$ cat src/rtl/mem_arbiter_if.sv
// Bundle of requester-side and RAM-side signals around mem_arbiter.
// Requests (iREN/dREN/dWEN) are held until the matching 1-cycle hit; RAM strobes are held until ram_ready.
interface mem_arbiter_if #(
   parameter int ADDR_W = 32,
   parameter int DATA_W = 32
);
   logic              iREN;
   logic [ADDR_W-1:0] iaddr;
   logic [DATA_W-1:0] iload;
   logic              ihit;
   logic              dREN;
   logic              dWEN;
   logic [ADDR_W-1:0] daddr;
   logic [DATA_W-1:0] dstore;
   logic [DATA_W-1:0] dload;
   logic              dhit;
   logic              ram_ren;
   logic              ram_wen;
   logic [ADDR_W-1:0] ram_addr;
   logic [DATA_W-1:0] ram_store;
   logic [DATA_W-1:0] ram_load;
   logic              ram_ready;
   logic              busy;
   logic              err;

   modport slave (
      input  iREN, iaddr, dREN, dWEN, daddr, dstore, ram_load, ram_ready,
      output iload, ihit, dload, dhit, ram_ren, ram_wen, ram_addr, ram_store, busy, err
   );

   modport master (
      output iREN, iaddr, dREN, dWEN, daddr, dstore, ram_load, ram_ready,
      input  iload, ihit, dload, dhit, ram_ren, ram_wen, ram_addr, ram_store, busy, err
   );
endinterface

$ cat src/rtl/mem_arbiter.sv
// Single-port RAM arbiter between instruction fetch and data access, with a wait-state watchdog.
// Define ARB_RR_EN for round-robin arbitration; otherwise data requests always win.
module mem_arbiter #(
   parameter int ADDR_W   = 32,
   parameter int DATA_W   = 32,
   parameter int WAIT_MAX = 15
) (
   input  logic        CLK,
   input  logic        RST,
   mem_arbiter_if.slave bus,
   output logic [1:0]  state_dbg
);

   typedef enum logic [1:0] {
      IDLE = 2'd0,
      DBUS = 2'd1,
      IBUS = 2'd2,
      DONE = 2'd3
   } state_t;

   localparam int CNT_W = $clog2(WAIT_MAX + 1);
   // Abort on the cycle whose miss would bring the count to WAIT_MAX.
   localparam logic [CNT_W-1:0] CNT_LAST = CNT_W'(WAIT_MAX - 1);

   state_t            state, state_n;
   logic [CNT_W-1:0]  wait_cnt, wait_cnt_n;
   logic              ren_n, wen_n;
   logic [ADDR_W-1:0] addr_n;
   logic [DATA_W-1:0] store_n, iload_n, dload_n;
   logic              ihit_n, dhit_n, err_n, busy_n;
   logic              d_req, grant_i, grant_d;

   assign d_req = bus.dREN | bus.dWEN;

`ifdef ARB_RR_EN
   logic pri_i, pri_i_n;
   assign grant_i = bus.iREN & (~d_req | pri_i);
`else
   assign grant_i = bus.iREN & ~d_req;
`endif
   assign grant_d = d_req & ~grant_i;

   assign state_dbg = state;

   always_ff @(posedge CLK) begin
      if (RST) begin
         state         <= IDLE;
         wait_cnt      <= '0;
         bus.ram_ren   <= 1'b0;
         bus.ram_wen   <= 1'b0;
         bus.ram_addr  <= '0;
         bus.ram_store <= '0;
         bus.iload     <= '0;
         bus.dload     <= '0;
         bus.ihit      <= 1'b0;
         bus.dhit      <= 1'b0;
         bus.err       <= 1'b0;
         bus.busy      <= 1'b0;
`ifdef ARB_RR_EN
         pri_i         <= 1'b0;
`endif
      end else begin
         state         <= state_n;
         wait_cnt      <= wait_cnt_n;
         bus.ram_ren   <= ren_n;
         bus.ram_wen   <= wen_n;
         bus.ram_addr  <= addr_n;
         bus.ram_store <= store_n;
         bus.iload     <= iload_n;
         bus.dload     <= dload_n;
         bus.ihit      <= ihit_n;
         bus.dhit      <= dhit_n;
         bus.err       <= err_n;
         bus.busy      <= busy_n;
`ifdef ARB_RR_EN
         pri_i         <= pri_i_n;
`endif
      end
   end

   always_comb begin
      state_n    = state;
      wait_cnt_n = wait_cnt;
      ren_n      = bus.ram_ren;
      wen_n      = bus.ram_wen;
      addr_n     = bus.ram_addr;
      store_n    = bus.ram_store;
      iload_n    = bus.iload;
      dload_n    = bus.dload;
      ihit_n     = 1'b0;
      dhit_n     = 1'b0;
      err_n      = bus.err;
`ifdef ARB_RR_EN
      pri_i_n    = pri_i;
`endif
      case (state)
         IDLE: begin
            if (grant_d) begin
               state_n    = DBUS;
               wait_cnt_n = '0;
               wen_n      = bus.dWEN;
               ren_n      = ~bus.dWEN;
               addr_n     = bus.daddr;
               store_n    = bus.dstore;
            end else if (grant_i) begin
               state_n    = IBUS;
               wait_cnt_n = '0;
               wen_n      = 1'b0;
               ren_n      = 1'b1;
               addr_n     = bus.iaddr;
               store_n    = '0;
            end
         end
         DBUS, IBUS: begin
            if (bus.ram_ready) begin
               state_n = DONE;
               ren_n   = 1'b0;
               wen_n   = 1'b0;
               if (state == IBUS) begin
                  ihit_n  = 1'b1;
                  iload_n = bus.ram_load;
               end else begin
                  dhit_n  = 1'b1;
                  dload_n = bus.ram_wen ? '0 : bus.ram_load;
               end
            end else if (wait_cnt == CNT_LAST) begin
               // Watchdog abort: still pulse the hit so the requester is released.
               state_n = DONE;
               ren_n   = 1'b0;
               wen_n   = 1'b0;
               err_n   = 1'b1;
               if (state == IBUS) begin
                  ihit_n  = 1'b1;
                  iload_n = '0;
               end else begin
                  dhit_n  = 1'b1;
                  dload_n = '0;
               end
            end else begin
               wait_cnt_n = wait_cnt + CNT_W'(1);
            end
         end
         DONE: begin
            state_n = IDLE;
`ifdef ARB_RR_EN
            pri_i_n = bus.dhit;
`endif
         end
         default: state_n = IDLE;
      endcase
      busy_n = (state_n != IDLE);
   end

endmodule

$ cat src/flat_wrapper.sv
// flat-port wrapper written by rule: the top's interface ports become plain ports
module mem_arbiter_flat 
#(
   parameter int ADDR_W   = 32,
   parameter int DATA_W   = 32,
   parameter int WAIT_MAX = 15
)
  (CLK, RST, state_dbg, bus_iREN, bus_iaddr, bus_dREN, bus_dWEN, bus_daddr, bus_dstore, bus_ram_load, bus_ram_ready, bus_iload, bus_ihit, bus_dload, bus_dhit, bus_ram_ren, bus_ram_wen, bus_ram_addr, bus_ram_store, bus_busy, bus_err);
  mem_arbiter_if #(.ADDR_W(ADDR_W), .DATA_W(DATA_W)) bus_i ();
  input  logic CLK;
  input  logic RST;
  output logic [1:0] state_dbg;
  input wire logic [$bits(bus_i.iREN)-1:0] bus_iREN;
  input wire logic [$bits(bus_i.iaddr)-1:0] bus_iaddr;
  input wire logic [$bits(bus_i.dREN)-1:0] bus_dREN;
  input wire logic [$bits(bus_i.dWEN)-1:0] bus_dWEN;
  input wire logic [$bits(bus_i.daddr)-1:0] bus_daddr;
  input wire logic [$bits(bus_i.dstore)-1:0] bus_dstore;
  input wire logic [$bits(bus_i.ram_load)-1:0] bus_ram_load;
  input wire logic [$bits(bus_i.ram_ready)-1:0] bus_ram_ready;
  output wire logic [$bits(bus_i.iload)-1:0] bus_iload;
  output wire logic [$bits(bus_i.ihit)-1:0] bus_ihit;
  output wire logic [$bits(bus_i.dload)-1:0] bus_dload;
  output wire logic [$bits(bus_i.dhit)-1:0] bus_dhit;
  output wire logic [$bits(bus_i.ram_ren)-1:0] bus_ram_ren;
  output wire logic [$bits(bus_i.ram_wen)-1:0] bus_ram_wen;
  output wire logic [$bits(bus_i.ram_addr)-1:0] bus_ram_addr;
  output wire logic [$bits(bus_i.ram_store)-1:0] bus_ram_store;
  output wire logic [$bits(bus_i.busy)-1:0] bus_busy;
  output wire logic [$bits(bus_i.err)-1:0] bus_err;
  assign bus_i.iREN = bus_iREN;
  assign bus_i.iaddr = bus_iaddr;
  assign bus_i.dREN = bus_dREN;
  assign bus_i.dWEN = bus_dWEN;
  assign bus_i.daddr = bus_daddr;
  assign bus_i.dstore = bus_dstore;
  assign bus_i.ram_load = bus_ram_load;
  assign bus_i.ram_ready = bus_ram_ready;
  assign bus_iload = bus_i.iload;
  assign bus_ihit = bus_i.ihit;
  assign bus_dload = bus_i.dload;
  assign bus_dhit = bus_i.dhit;
  assign bus_ram_ren = bus_i.ram_ren;
  assign bus_ram_wen = bus_i.ram_wen;
  assign bus_ram_addr = bus_i.ram_addr;
  assign bus_ram_store = bus_i.ram_store;
  assign bus_busy = bus_i.busy;
  assign bus_err = bus_i.err;
  mem_arbiter #(.ADDR_W(ADDR_W), .DATA_W(DATA_W), .WAIT_MAX(WAIT_MAX)) u_core (.CLK(CLK), .RST(RST), .bus(bus_i), .state_dbg(state_dbg));
endmodule
$ cat config.mk
export PLATFORM = sky130hd
export DESIGN_NAME = mem_arbiter_flat
export DESIGN_NICKNAME = d
export VERILOG_FILES = /design/src/rtl/mem_arbiter_if.sv /design/src/rtl/mem_arbiter.sv /design/src/flat_wrapper.sv
export SDC_FILE = /design/constraint.sdc
export NUM_CORES = 1
export LEC_CHECK = 0
export CAP_MARGIN = 20
export CORE_UTILIZATION = 43
export CTS_BUF_LIST = sky130_fd_sc_hd__clkbuf_8
export CTS_CLUSTER_DIAMETER = 30
export DETAILED_ROUTE_END_ITERATION = 8
export PLACE_DENSITY_LB_ADDON = 0.25
export SYNTH_ARGS = -nofsm -noshare
export SYNTH_HDL_FRONTEND = slang
export SYNTH_SLANG_ARGS = --single-unit
$ cat constraint.sdc
create_clock -name CLK -period 2 [get_ports CLK]
set_input_delay 0.4 -clock CLK [delete_from_list [all_inputs] [get_ports CLK]]
set_output_delay 0.4 -clock CLK [all_outputs]
set_load 0.01 [all_outputs]
### Yosys cells after proc, flatten, opt, wreduce, memory -nomap -nowiden

Index checks and enable logic that the tools add are counted.
Widths: inputs -> output; s select.

* register bits after elaboration: 140
* input bits: 134
* output and inout bits: 136

* $add $sub $neg: 1
* eq/ne operators: 8
* mux-type cells: 37
* bitwise logic cells: 9
* reduce and logical (&&, ||, !) cells: 13

Operators with widths (number)
* $mux 32: 13
* $mux 4: 4
* $mux 1: 12
* $reduce_and 3->1: 4
* $mux 2: 4
* $pmux 4 s2: 1
* $reduce_bool 2->1: 4
* $not 1->1: 6
* $pmux 2 s3: 1
* $add 4x1->4 const B: 1
* $eq 2x2->1 const B: 2
* $eq 4x4->1 const B: 1
* $ne 2x2->1 const B: 2
* $pmux 1 s2: 2
* $reduce_and 4->1: 1
* $reduce_or 2->1: 2
* $ne 3x1->1 const B: 1
* $ne 3x2->1 const B: 1
* $and 1x1->1: 2
* $eq 2x1->1 const B: 1
* $logic_not 2->1: 1
* $reduce_and 2->1: 1
* $or 1x1->1: 1

### Depth between registers and ports, before layout

* word-level depth: 8
* depth in mapped cells: 8

### Least setup slack after synthesis

No wires, ideal clock.

* kind: reg2reg
* from: register u_core.state[0], in the netlist u_core.state_dbg[0]
* to: register u_core.bus.dload[10]
* setup time: 0.072 ns
* data arrival time: 1.713 ns
* required time: 1.928 ns
* path slack: 0.216 ns
* cell stages (with the launch flop): 8
* clock period less this slack: 1.784 ns
* cells stage by stage: dfxtp_1 inv_1 ha_1 clkbuf_2 inv_1 nor3_4 buf_6 mux2i_1

* longest elaborated chain between the ends: 3

RTL lines
* start, declared: line mem_arbiter.sv:25 `state_t state, state_n;`
* start signal, assigned: line mem_arbiter.sv:63 `state <= state_n;`
* $eq 2x2->1 / $eq 2x1->1 (equally long branches): line mem_arbiter.sv:96, mem_arbiter.sv:119, mem_arbiter.sv:132
* $reduce_or 2->1 / $not 1->1 (equally long branches)
* $reduce_and 3->1 (no line) (*)
* end signal, assigned: line mem_arbiter.sv:70 `bus.dload <= dload_n;`
* end, declared: line mem_arbiter_if.sv:28 `output iload, ihit, dload, dhit, ram_ren, ram_wen, ram_addr, ram_store, busy, err`

Mark *: on every way between the ends. The rest lies on a longest branch, timed or not.
A chain may end at the register's enable or synchronous reset.

### Worst setup path after layout

* from: register u_core.state[1], in the netlist u_core.state_dbg[1]
* to: output state_dbg[1]

RTL lines
* end, declared: line flat_wrapper.sv:12 `output logic [1:0] state_dbg;`

No word-level cell between the ends.

==> impl_results.html <==
<table>
<tr><th>Metric</th><th>Value</th></tr>
<tr><th colspan="2">Global route</th></tr>
<tr><td>Antenna violations before repair</td><td>0</td></tr>
<tr><td>Vias in the first global route</td><td>just under 6,000</td></tr>
<tr><td>Pin count of the biggest net entering global routing</td><td>a little over 70</td></tr>
<tr><td>Wire length of the first global-routing pass</td><td>28,500 µm</td></tr>
<tr><td>Overall global routing resource usage</td><td>25.7%</td></tr>
<tr><td>Total gr overflow</td><td>0</td></tr>
<tr><th colspan="2">Logic synthesis</th></tr>
<tr><td>Number of distinct library cells after synthesis</td><td>a little under 50</td></tr>
<tr><td>Area share of and/or/nand/nor cells after synthesis</td><td>18.4%</td></tr>
<tr><td>Yosys synthesis warning count</td><td>0</td></tr>
<tr><td>Number of flops mapped to enable cells by yosys</td><td>0</td></tr>
<tr><td>Async set-reset flop share out of synthesis</td><td>0%</td></tr>
<tr><td>Post-Syn Area</td><td>slightly below 6000 µm²</td></tr>
<tr><td>Combinational family with the most area after synthesis</td><td>compound AO/OA/AOI/OAI gates</td></tr>
<tr><td>Number of instances in the synthesized netlist</td><td>655</td></tr>
<tr><td>Number of storage elements in the synthesis netlist</td><td>between 100 and 150</td></tr>
<tr><td>Parity-gate share of the synthesized area counting xor and xnor cells</td><td>0%</td></tr>
<tr><td>Most numerous cell in the Yosys netlist</td><td>sky130_fd_sc_hd__dfxtp_1</td></tr>
<tr><td>Top area cells in the synthesized netlist</td><td>sky130_fd_sc_hd__dfxtp_1 (49%), sky130_fd_sc_hd__o21ai_0 (5.8%), sky130_fd_sc_hd__mux2i_1 (5.6%)</td></tr>
<tr><td>Post-synthesis adder-cell area fraction</td><td>between 1 and 1.5%</td></tr>
<tr><td>Post-synthesis compound-gate area fraction</td><td>20.6%</td></tr>
<tr><td>Sequential element share of the synthesized area</td><td>48.6%</td></tr>
<tr><td>Synthesized net count</td><td>795</td></tr>
<tr><td>Most used flip-flop cell after synthesis</td><td>sky130_fd_sc_hd__dfxtp_1</td></tr>
<tr><td>Post-synthesis cell type with the largest combined area</td><td>sky130_fd_sc_hd__dfxtp_1</td></tr>
<tr><td>Share of the synthesized area in the top cell type</td><td>48.6%</td></tr>
<tr><td>Synthesized area per cell</td><td>between 8 and 9 µm²</td></tr>
<tr><td>Leading cell types by count after synthesis</td><td>sky130_fd_sc_hd__dfxtp_1 (140), sky130_fd_sc_hd__nor2_1 (68), sky130_fd_sc_hd__nand2_1 (67), sky130_fd_sc_hd__o21ai_0 (67), sky130_fd_sc_hd__nand2b_1 (36)</td></tr>
<tr><td>Portion of netlist area occupied by mux cells</td><td>about 5.6%</td></tr>
<tr><th colspan="2">CTS</th></tr>
<tr><td>Post-cts gate resize count</td><td>0</td></tr>
<tr><td>Clock-pin slew on the worst setup and hold paths</td><td>about 0.080 ns</td></tr>
<tr><td>Maximum clock path buffer count</td><td>2</td></tr>
<tr><td>Cts bufs inserted</td><td>17</td></tr>
<tr><td>TritonCTS clock tree</td><td>yes</td></tr>
<tr><td>Post-CTS Setup Bufs</td><td>0</td></tr>
<tr><td>Depth of the CTS H-tree</td><td>4</td></tr>
<tr><td>Post-CTS Hold Fix Bufs</td><td>0</td></tr>
<tr><td>Worst-skew pair later-pin latency</td><td>0.44 ns</td></tr>
<tr><td>Number of clock sinks</td><td>140</td></tr>
<tr><td>Buffer cell driving the clock tree root</td><td>sky130_fd_sc_hd__clkbuf_8</td></tr>
<tr><th colspan="2">Power and ir drop</th></tr>
<tr><td>Sequential share of power</td><td>a little under two fifths</td></tr>
<tr><td>Leak Pwr</td><td>roughly 3.3 nW</td></tr>
<tr><td>Switching share of power</td><td>31.0%</td></tr>
<tr><td>Peak supply drop</td><td>0.612 mV</td></tr>
<tr><td>Internal power</td><td>6.57 mW</td></tr>
<tr><td>Logic pwr share</td><td>35.5%</td></tr>
<tr><td>Total power divided by cell area</td><td>1040 nW/µm²</td></tr>
<tr><td>Net switching power of the design</td><td>between 2 and 3 mW</td></tr>
<tr><td>Share of total power in the clock network</td><td>27.7%</td></tr>
<tr><th colspan="2">Floorplanning</th></tr>
<tr><td>Area of the core</td><td>about 13,000 µm²</td></tr>
<tr><td>Die span in x</td><td>118 µm</td></tr>
<tr><td>Die span in y</td><td>between 100 and 150 µm</td></tr>
<tr><td>Effective utilization at floorplan</td><td>45.0%</td></tr>
<tr><td>Top-Level Pins</td><td>270</td></tr>
<tr><td>Cell Rows</td><td>41</td></tr>
<tr><td>Die area</td><td>about 14,000 µm²</td></tr>
<tr><th colspan="2">Detailed routing</th></tr>
<tr><td>Number of remaining DRC errors</td><td>0</td></tr>
<tr><td>Total number of vias</td><td>around 5,900</td></tr>
<tr><td>First-pass DRT Iterations</td><td>5</td></tr>
<tr><td>Total Wirelength</td><td>17,800 µm</td></tr>
<tr><td>Number of nets with antenna violations after routing</td><td>0</td></tr>
<tr><td>Mean number of vias per cell</td><td>5.36</td></tr>
<tr><td>Iter 0 DRT Violations</td><td>roughly 450</td></tr>
<tr><td>Routed len/inst</td><td>16.3 µm</td></tr>
<tr><th colspan="2">Worst setup path</th></tr>
<tr><td>CP max-delay cell</td><td>sky130_fd_sc_hd__clkdlybuf4s50_1</td></tr>
<tr><td>Max Fanout on Critical Path</td><td>6</td></tr>
<tr><td>Arrival time reported for the critical path endpoint</td><td>1.49 ns</td></tr>
<tr><td>Type of destination of the critical path</td><td>output port</td></tr>
<tr><td>Cell-by-cell listing of the critical path</td><td>clkdlybuf4s50_1</td></tr>
<tr><td>Maximum cell stage delay along the critical path</td><td>approximately 0.60 ns</td></tr>
<tr><td>Start-to-end type of the worst setup path</td><td>reg2out</td></tr>
<tr><td>Buffers and inverters on the worst path</td><td>1</td></tr>
<tr><td>Family with the most delay on the worst path</td><td>buffers and inverters</td></tr>
<tr><td>CP startpoint kind</td><td>register</td></tr>
<tr><td>Req. time, crit path</td><td>approximately 1.6 ns</td></tr>
<tr><th colspan="2">Timing</th></tr>
<tr><td>Hold Fails Final Rpt</td><td>0</td></tr>
<tr><td>Fin Hold WS</td><td>0.313 ns</td></tr>
<tr><td>Tightest slew margin relative to the limit</td><td>73.9%</td></tr>
<tr><td>Actual slew at the worst max-slew pin</td><td>0.385 ns</td></tr>
<tr><td>Setup tns final</td><td>0 ns</td></tr>
<tr><td>Setup repair after global routing missed its margin</td><td>no</td></tr>
<tr><td>Pins Over Slew Limit</td><td>0</td></tr>
<tr><td>Clock period minus final worst setup slack</td><td>1.89 ns</td></tr>
<tr><td>Post-route fraction of the period consumed by the critical path</td><td>94.3%</td></tr>
<tr><td>Clock tree skew after final layout</td><td>0.00651 ns</td></tr>
<tr><td>Final setup violation count</td><td>0</td></tr>
<tr><td>Fmax achieved</td><td>about 0.53 GHz</td></tr>
<tr><th colspan="2">Layout</th></tr>
<tr><td>Cell Count, Final, Fillers Out</td><td>1,094</td></tr>
<tr><td>Layout cell share with drive strength beyond 1</td><td>7.38%</td></tr>
<tr><td>Layout Utilization</td><td>71.4%</td></tr>
<tr><td>Count of nets after finishing</td><td>1,049</td></tr>
<tr><td>Antenna diode count</td><td>0</td></tr>
<tr><td>Layout overhead on the synthesized area</td><td>58.8%</td></tr>
<tr><th colspan="2">Placed design</th></tr>
<tr><td>Count of buffers from port buffering</td><td>approximately 270</td></tr>
<tr><td>Detailed-placement wirelength estimate</td><td>12,700 µm</td></tr>
<tr><td>Placed cell count</td><td>1,062</td></tr>
<tr><td>Placer's final routability congestion estimate</td><td>~0.8</td></tr>
<tr><th colspan="2">Job</th></tr>
<tr><td>Reported max-cap violation count</td><td>0</td></tr>
<tr><th colspan="2">Run status</th></tr>
<tr><td>Outcome</td><td>completed</td></tr>
<tr><th colspan="2">Min path</th></tr>
<tr><td>Worst hold-check path type</td><td>in2reg</td></tr>
</table>
-- state kept, by name, summed over array words and instances, names as in the netlist --
signal	flops
u_core.bus.iload	32
u_core.bus.ram_wen	1
u_core.bus.ihit	1
u_core.bus.dhit	1
u_core.bus.busy	1
u_core.bus.err	1
u_core.bus.dload	32
u_core.bus.ram_addr	32
u_core.bus.ram_store	32
u_core.state_dbg	2
u_core.wait_cnt	4
u_core.bus.ram_ren	1
-- power groups by stage --
stage                     Combinational (mW)  Clock (mW)  Sequential (mW)
after detailed placement                3.37           0             3.55
final                                   3.38        2.64             3.50
after CTS                               3.39        2.69             3.50
after global placement                  3.29           0             3.54
after floorplan                         1.51           0             3.74
after global routing                    3.65        2.82             3.56
-- stage by stage --
step / cell area (µm²) / setup slack (ns) / power (mW)
4_1_cts: 9160 / 0.0887 / 9.59
3_3_place_gp: 8690 / 0.0932 / 6.83
5_1_grt: 9160 / 0.0131 / 10.0
3_5_place_dp: 8690 / 0.0419 / 6.92
2_1_floorplan: 5770 / 0.216 / 5.25
6_report: 9160 / 0.115 / 9.52
-- area by class of cell --
type / count / area, µm²
Fill cell: 980 / 3670
Timing Repair Buffer: 296 / 2980
Sequential cell: 140 / 2800
Multi-Input combinational cell: 447 / 2670
Clock buffer: 20 / 275
Tap cell: 172 / 215
Clock inverter: 12 / 194
Inverter: 7 / 26.3
-- routing by layer --
metal,track usage (%),routed length [µm],up-vias
met5,0,0,-
met4,11.3,359,0
met3,6.59,1260,29
met2,44.4,8940,257
met1,29.9,7260,2758
li1,-,-,2818
-- cell families after synthesis --
kind of cell	Yosys count
simple gates	225
compound gates	184
flops	140
buf+inv	68
mux	32
fa+ha+maj	6
-- layout by cell type (no fill, tap or decap), types with 2 or more instances in the layout --
cell type / n
sky130_fd_sc_hd__a311oi_1: 32
sky130_fd_sc_hd__buf_12: 7
sky130_fd_sc_hd__nand2_1: 67
sky130_fd_sc_hd__dfxtp_1: 140
sky130_fd_sc_hd__nor3b_1: 3
sky130_fd_sc_hd__nor2_1: 68
sky130_fd_sc_hd__mux2i_1: 32
sky130_fd_sc_hd__nor3_1: 2
sky130_fd_sc_hd__clkinvlp_4: 3
sky130_fd_sc_hd__a22oi_1: 32
sky130_fd_sc_hd__nand2b_1: 36
sky130_fd_sc_hd__nand3_1: 35
sky130_fd_sc_hd__a21oi_1: 35
sky130_fd_sc_hd__clkdlybuf4s50_1: 268
sky130_fd_sc_hd__inv_1: 9
sky130_fd_sc_hd__a221oi_1: 2
sky130_fd_sc_hd__clkbuf_8: 20
sky130_fd_sc_hd__a211oi_1: 2
sky130_fd_sc_hd__buf_4: 21
sky130_fd_sc_hd__o21ai_0: 67
sky130_fd_sc_hd__a31oi_1: 2
sky130_fd_sc_hd__bufinv_16: 5
sky130_fd_sc_hd__ha_1: 6
-- final timing paths --
| path | start | slack [ns] | end | cells after the start |
|---|---|---|---|---|
| worst max register to register | u_core.state_dbg[1] | 0.18 | u_core.bus.dload[11] | 6 |
| worst max-delay path | u_core.state_dbg[1] | 0.11 | state_dbg[1] | 1 |
| worst min register to register | u_core.bus.dload[6] | 0.47 | u_core.bus.dload[6] | 2 |
| worst min-delay path | RST | 0.31 | u_core.bus.ram_store[29] | 2 |
No activity file was read; power rests on OpenSTA's default activity.
